--- src/rtl/scan_pkg.sv ---
// Shared types and constants for the digit scan controller.
// SCAN_ACTIVE_LOW_EN selects a low-true onehot drive polarity.
package scan_pkg;

    localparam int unsigned NUM_DIGITS = 4;
    localparam int unsigned SEL_WIDTH  = 2;

    typedef enum logic [1:0] {
        StIdle,
        StBlank,
        StShow
    } scan_state_t;

`ifdef SCAN_ACTIVE_LOW_EN
    localparam logic [NUM_DIGITS-1:0] ONEHOT_IDLE = 4'b1111;
`else
    localparam logic [NUM_DIGITS-1:0] ONEHOT_IDLE = 4'b0000;
`endif

    function automatic logic [NUM_DIGITS-1:0] onehot_of(input logic [SEL_WIDTH-1:0] s);
        return NUM_DIGITS'(1) << s;
    endfunction

endpackage

--- src/rtl/rr_next_index.sv ---
// Rotate-priority search for the next enabled digit after cur_sel.
// Search order is cur_sel+1, +2, +3, then cur_sel itself (mod 4).
module rr_next_index
    import scan_pkg::*;
(
    input  logic [SEL_WIDTH-1:0]  cur_sel,
    input  logic [NUM_DIGITS-1:0] digit_mask,
    output logic [SEL_WIDTH-1:0]  next_sel,
    output logic                  wrap,
    output logic                  any_en
);

    logic [SEL_WIDTH-1:0] cand;

    // Walk from farthest to nearest so the nearest enabled candidate wins.
    always_comb begin
        next_sel = cur_sel;
        cand     = cur_sel;
        for (int i = NUM_DIGITS; i >= 1; i--) begin
            cand = cur_sel + SEL_WIDTH'(i);
            if (digit_mask[cand]) begin
                next_sel = cand;
            end
        end
    end

    assign wrap   = (next_sel <= cur_sel);
    assign any_en = |digit_mask;

endmodule

--- src/rtl/scan_select_gen.sv ---
// Time-multiplexed digit scan controller with blanking and mask-skip.
// Define SCAN_ACTIVE_LOW_EN to drive onehot low-true (idle 4'b1111).
module scan_select_gen
    import scan_pkg::*;
#(
    parameter int unsigned DIV_WIDTH    = 16,
    parameter int unsigned DIV          = 50000,
    parameter int unsigned BLANK_CYCLES = 4
) (
    input  logic                  clk,
    input  logic                  rst,
    input  logic                  en,
    input  logic [NUM_DIGITS-1:0] digit_mask,
    output logic [SEL_WIDTH-1:0]  sel,
    output logic                  sel_valid,
    output logic [NUM_DIGITS-1:0] onehot,
    output logic                  frame_done
);

    localparam logic [DIV_WIDTH-1:0] DIV_LAST   = DIV_WIDTH'(DIV - 1);
    localparam logic [DIV_WIDTH-1:0] BLANK_LOAD =
        (BLANK_CYCLES == 0) ? '0 : DIV_WIDTH'(BLANK_CYCLES - 1);

    scan_state_t            state_q, state_d;
    logic [SEL_WIDTH-1:0]   sel_q, sel_d;
    logic                   sel_valid_q, sel_valid_d;
    logic [NUM_DIGITS-1:0]  onehot_q, onehot_d;
    logic                   frame_done_q, frame_done_d;
    logic [DIV_WIDTH-1:0]   presc_q, presc_d;
    logic [DIV_WIDTH-1:0]   blank_q, blank_d;

    logic [SEL_WIDTH-1:0]   cur_sel;
    logic [SEL_WIDTH-1:0]   next_sel;
    logic                   wrap;
    logic                   any_en;
    logic                   tick;
    logic                   show_d;

    // From IDLE, pretend the last index was 3 so the search starts at 0.
    assign cur_sel = (state_q == StIdle) ? SEL_WIDTH'(NUM_DIGITS - 1) : sel_q;
    assign tick    = (state_q != StIdle) && (presc_q == DIV_LAST);

    rr_next_index u_next (
        .cur_sel    (cur_sel),
        .digit_mask (digit_mask),
        .next_sel   (next_sel),
        .wrap       (wrap),
        .any_en     (any_en)
    );

    always_comb begin
        state_d      = state_q;
        sel_d        = sel_q;
        presc_d      = presc_q;
        blank_d      = blank_q;
        frame_done_d = 1'b0;

        if (!en || !any_en) begin
            state_d = StIdle;
            presc_d = '0;
            blank_d = '0;
        end else begin
            unique case (state_q)
                StIdle: begin
                    sel_d   = next_sel;
                    presc_d = '0;
                    blank_d = BLANK_LOAD;
                    state_d = (BLANK_CYCLES == 0) ? StShow : StBlank;
                end
                StBlank, StShow: begin
                    presc_d = tick ? '0 : presc_q + 1'b1;
                    // A tick wins over the blank-to-show transition.
                    if (tick) begin
                        sel_d        = next_sel;
                        frame_done_d = wrap;
                        blank_d      = BLANK_LOAD;
                        state_d      = (BLANK_CYCLES == 0) ? StShow : StBlank;
                    end else if (state_q == StBlank) begin
                        if (blank_q == '0) begin
                            state_d = StShow;
                        end else begin
                            blank_d = blank_q - 1'b1;
                        end
                    end
                end
                default: state_d = StIdle;
            endcase
        end

        show_d      = (state_d == StShow);
        sel_valid_d = (state_d != StIdle) && digit_mask[sel_d];
        onehot_d    = ONEHOT_IDLE ^ (show_d ? (onehot_of(sel_d) & digit_mask) : '0);
    end

    always_ff @(posedge clk or posedge rst) begin
        if (rst) begin
            state_q      <= StIdle;
            sel_q        <= '0;
            sel_valid_q  <= 1'b0;
            onehot_q     <= ONEHOT_IDLE;
            frame_done_q <= 1'b0;
            presc_q      <= '0;
            blank_q      <= '0;
        end else begin
            state_q      <= state_d;
            sel_q        <= sel_d;
            sel_valid_q  <= sel_valid_d;
            onehot_q     <= onehot_d;
            frame_done_q <= frame_done_d;
            presc_q      <= presc_d;
            blank_q      <= blank_d;
        end
    end

    assign sel        = sel_q;
    assign sel_valid  = sel_valid_q;
    assign onehot     = onehot_q;
    assign frame_done = frame_done_q;

endmodule

--- config.mk ---
export PLATFORM = sky130hd
export DESIGN_NAME = scan_select_gen
export DESIGN_NICKNAME = d
export VERILOG_FILES = /design/src/rtl/scan_pkg.sv /design/src/rtl/rr_next_index.sv /design/src/rtl/scan_select_gen.sv
export SDC_FILE = /design/constraint.sdc
export NUM_CORES = 1
export LEC_CHECK = 0
export BUFFER_PORTS_ARGS = -buffer_cell sky130_fd_sc_hd__buf_2
export CORE_ASPECT_RATIO = 1.5
export CORE_MARGIN = 4
export CORE_UTILIZATION = 50
export CTS_CLUSTER_DIAMETER = 200
export DETAILED_ROUTE_END_ITERATION = 10
export GPL_ROUTABILITY_DRIVEN = 0
export HOLD_SLACK_MARGIN = 0.15
export PLACE_DENSITY = 0.63
export SETUP_SLACK_MARGIN = 0.3
export SLEW_MARGIN = 20
export SYNTH_ARGS = -nofsm -noshare
export SYNTH_HDL_FRONTEND = slang
export SYNTH_SLANG_ARGS = --single-unit
--- constraint.sdc ---
create_clock -name clk -period 7.4 [get_ports clk]
set_input_delay 0.74 -clock clk [delete_from_list [all_inputs] [get_ports clk]]
set_output_delay 0.74 -clock clk [all_outputs]
set_load 0.05 [all_outputs]
==> results.md <==
- Status: finished clean
- Worst endpoint required time: 7.60 ns
- IO Count: 15
- Clock transition at path regs: 0.09 ns
- FF+latch count, synth: 42
- Hold Crit Start: presc_q[15]$_DFFE_PP0P_
- Vias: 2027
- Syn Nets: 290
- Final worst-path cycle share: 40.0%
- Starting density of the core: 52.7%
- Synth cell types: 63
- DRC violations left: 0
- Iter 0 DRT Violations: 65
- # hold bufs at CTS: 0
- Resized cells post-CTS: 0
- Max Slew Vio Count: 0
- CP max FO: 13
- Clk_lat worst skew: 0.30 ns
- Main flop type after synthesis: dfrtp_1
- Least-Margin Pin Slew: 0.930 ns
- ANT nets after route: 0
- Die area: 0.00643 mm^2
- CP startpoint kind: register
- Avg WL per Cell: 14.8 um
- Placed cell count: 349
- Sequential area share after synthesis: 40.5%
- Cell Pwr Density: 382 mW/mm^2
- 1st-pass router iterations: 4
- Slew margin rel.: 37.5%
- Clock sinks: 42
- Post-CTS Setup Inserts: 0
- Non-filler cells in the finished layout: 357
- Critical path endpoint category: register
- Reg2reg start: state_q[1]$_DFF_PP0_
- Core area: 0.00493 mm^2
- Die W: 66.8 um
- CTS H-Tree Depth: 2
- WL final: 5.28 mm
- Die height: 96.2 um
- Post-layout minimum cycle time: 2.96 ns
- Max-cap violation count: 0
- Gr usage total: 18.4%
- Fmax achieved: 0.338 GHz
- Final Setup Violations: 0
- CTS tree: done
- Final hold violation count: 0
- Setup TNS: 0 ns
- Clock buffer depth: 2
- Lkg Pwr: 0.00129 uW
- P&R area growth vs syn: 8.63%
- Syn Inst Count: 276
- Pin count of the biggest net entering global routing: 43
- IO buf count: 14
- HP Class: reg2reg
- GRT overflow: 0
- Share of layout cells above drive strength 1: 17.9%
- RSZ-0062 raised after global routing: no
- Post-synthesis cell area: 0.00259 mm^2
- Warnings from Yosys: 0
- CTS root buffer: clkbuf_8
- Final Skew: 0.00921 ns
- Syn avg cell area: 9.40 um^2
- Vias/cell: 5.68
- Layout Nets: 304
- Global-route wire length before repair: 9.07 mm
- Critical path class: reg2reg
- EDFF count, synth: 0
- Final Total Pwr: 1080 uW
- Max VDD drop: 0.000269 V
- Origin of the worst setup path: state_q[1]$_DFF_PP0_
- Final setup margin: 4.44 ns
- Num rows: 31
- Worst slack at placement: 4.47 ns
- Initial antenna violation count: 0
- Antenna diode count: 0
- Vias in the first global route: 1969
- Final Core Density: 57.2%
- Filler cell count: 485
- Post-DP HPWL: 3.78 mm
- Asr flop ratio synth: 100%
- CTS buffer count: 5
- CP Data Arrival Time: 3.16 ns
Yosys cell counts (all sizes together), types with 2 or more instances:
cell type | instances | share of area [%]
mux2 | 2 | 0.87
ha | 7 | 3.4
clkbuf | 3 | 0.43
a22oi | 3 | 0.87
nand2b | 3 | 0.72
o22ai | 2 | 0.48
or3 | 4 | 1.2
a21oi | 10 | 1.9
xor2 | 7 | 2.4
inv | 13 | 1.9
nand2 | 32 | 4.6
and3 | 12 | 2.9
nor3 | 7 | 1.3
dfrtp | 42 | 41
nor4b | 3 | 1.6
and2 | 4 | 1.0
nor4 | 8 | 3.5
buf | 6 | 1.7
a31oi | 6 | 2.0
nand3 | 5 | 0.96
xnor2 | 7 | 2.7
nor2 | 27 | 4.3
o21ai | 33 | 6.5
a311oi | 2 | 0.68
nand4 | 2 | 0.48
a21o | 2 | 0.58
o211a | 2 | 1.1
nor3b | 2 | 0.77
cell usage in the layout, fill, tap and decap left out, drive strengths merged, types with 2 or more instances in the layout:
master,synthesis,final
a311oi,2,2
nor3b,2,2
a21o,2,2
nand3,5,5
and2,4,4
xor2,7,7
and3,12,12
inv,13,13
nand2b,3,3
mux2,2,2
or3,4,4
a31oi,6,6
o211a,2,2
nor4b,3,3
a21oi,10,10
nor3,7,7
dfrtp,42,42
o21ai,33,33
clkinv,0,2
ha,7,7
a22oi,3,3
nand2,32,32
xnor2,7,7
nand4,2,2
buf,6,16
nor2,27,27
clkbuf,3,5
nor4,8,8
o22ai,2,2
per-layer routing:
layer / track usage [%] / up-vias / routed length [um]
li1: - / 1020 / -
met1: 21.2 / 963 / 2260
met2: 32.6 / 35 / 2720
met3: 2.92 / 9 / 138
met4: 8.98 / 0 / 153
met5: 0 / - / 0
metrics by stage:
stage / hold slack (ns) / instance area [um^2]
2_1_floorplan: 0.451 / 2590
3_3_place_gp: 0.485 / 2710
3_5_place_dp: 0.478 / 2710
4_1_cts: 0.490 / 2820
5_1_grt: 0.533 / 2820
6_report: 0.485 / 2820
flip-flops by register name (all words and copies together), names as in the netlist:
name        count
blank_q        16
presc_q        16
onehot          4
sel             2
state_q         2
frame_done      1
sel_valid       1
cell type report:
cell class                      count  area, um^2  area share (%)
Sequential cell                    42        1050            37.3
Clock inverter                      3        43.8            1.55
Timing Repair Buffer               16        85.1            3.02
Inverter                           13        48.8            1.73
Tap cell                           66        82.6            2.93
Clock buffer                        5        68.8            2.44
Multi-Input combinational cell    212        1440            51.0
final timing paths:
kind,to,slack (ns),cells past startpoint
setup / recovery,sel_valid$_DFF_PP0_,4.44,10
hold / removal,presc_q[15]$_DFFE_PP0P_,0.48,1
setup reg to reg,sel_valid$_DFF_PP0_,4.44,10
hold reg to reg,presc_q[15]$_DFFE_PP0P_,0.48,1
max in group asynchronous,blank_q[14]$_DFFE_PP0P_,6.47,3
min in group asynchronous,blank_q[9]$_DFFE_PP0P_,0.55,3
logic make-up after synthesis:
logic type      Yosys count  synth area share, %
xor+xnor                 14                 5.01
flops                    42                 40.5
simple gates            114                 25.0
buf+inv                  22                 4.05
compound gates           74                 20.8
mux                       3                 1.25
fa+ha+maj                 7                 3.37
critical path: stages, from the launching register on:
cell and delay [ns]:
dfrtp_1 0.43, inv_1 0.09, ha_1 0.53, inv_1 0.16, and4_1 0.19, a221oi_1 0.29
a22oi_1 0.19, xnor2_2 0.34, a311oi_1 0.17, a211o_1 0.30, nor3b_2 0.14
report_power, final:
part | internal [uW] | switching (uW) | total [uW]
sequential | 272 | 60.4 | 333
combinational | 230 | 331 | 561
clock | 101 | 81.4 | 183
total | 603 | 473 | 1080
(Power assumes the default switching activity.)
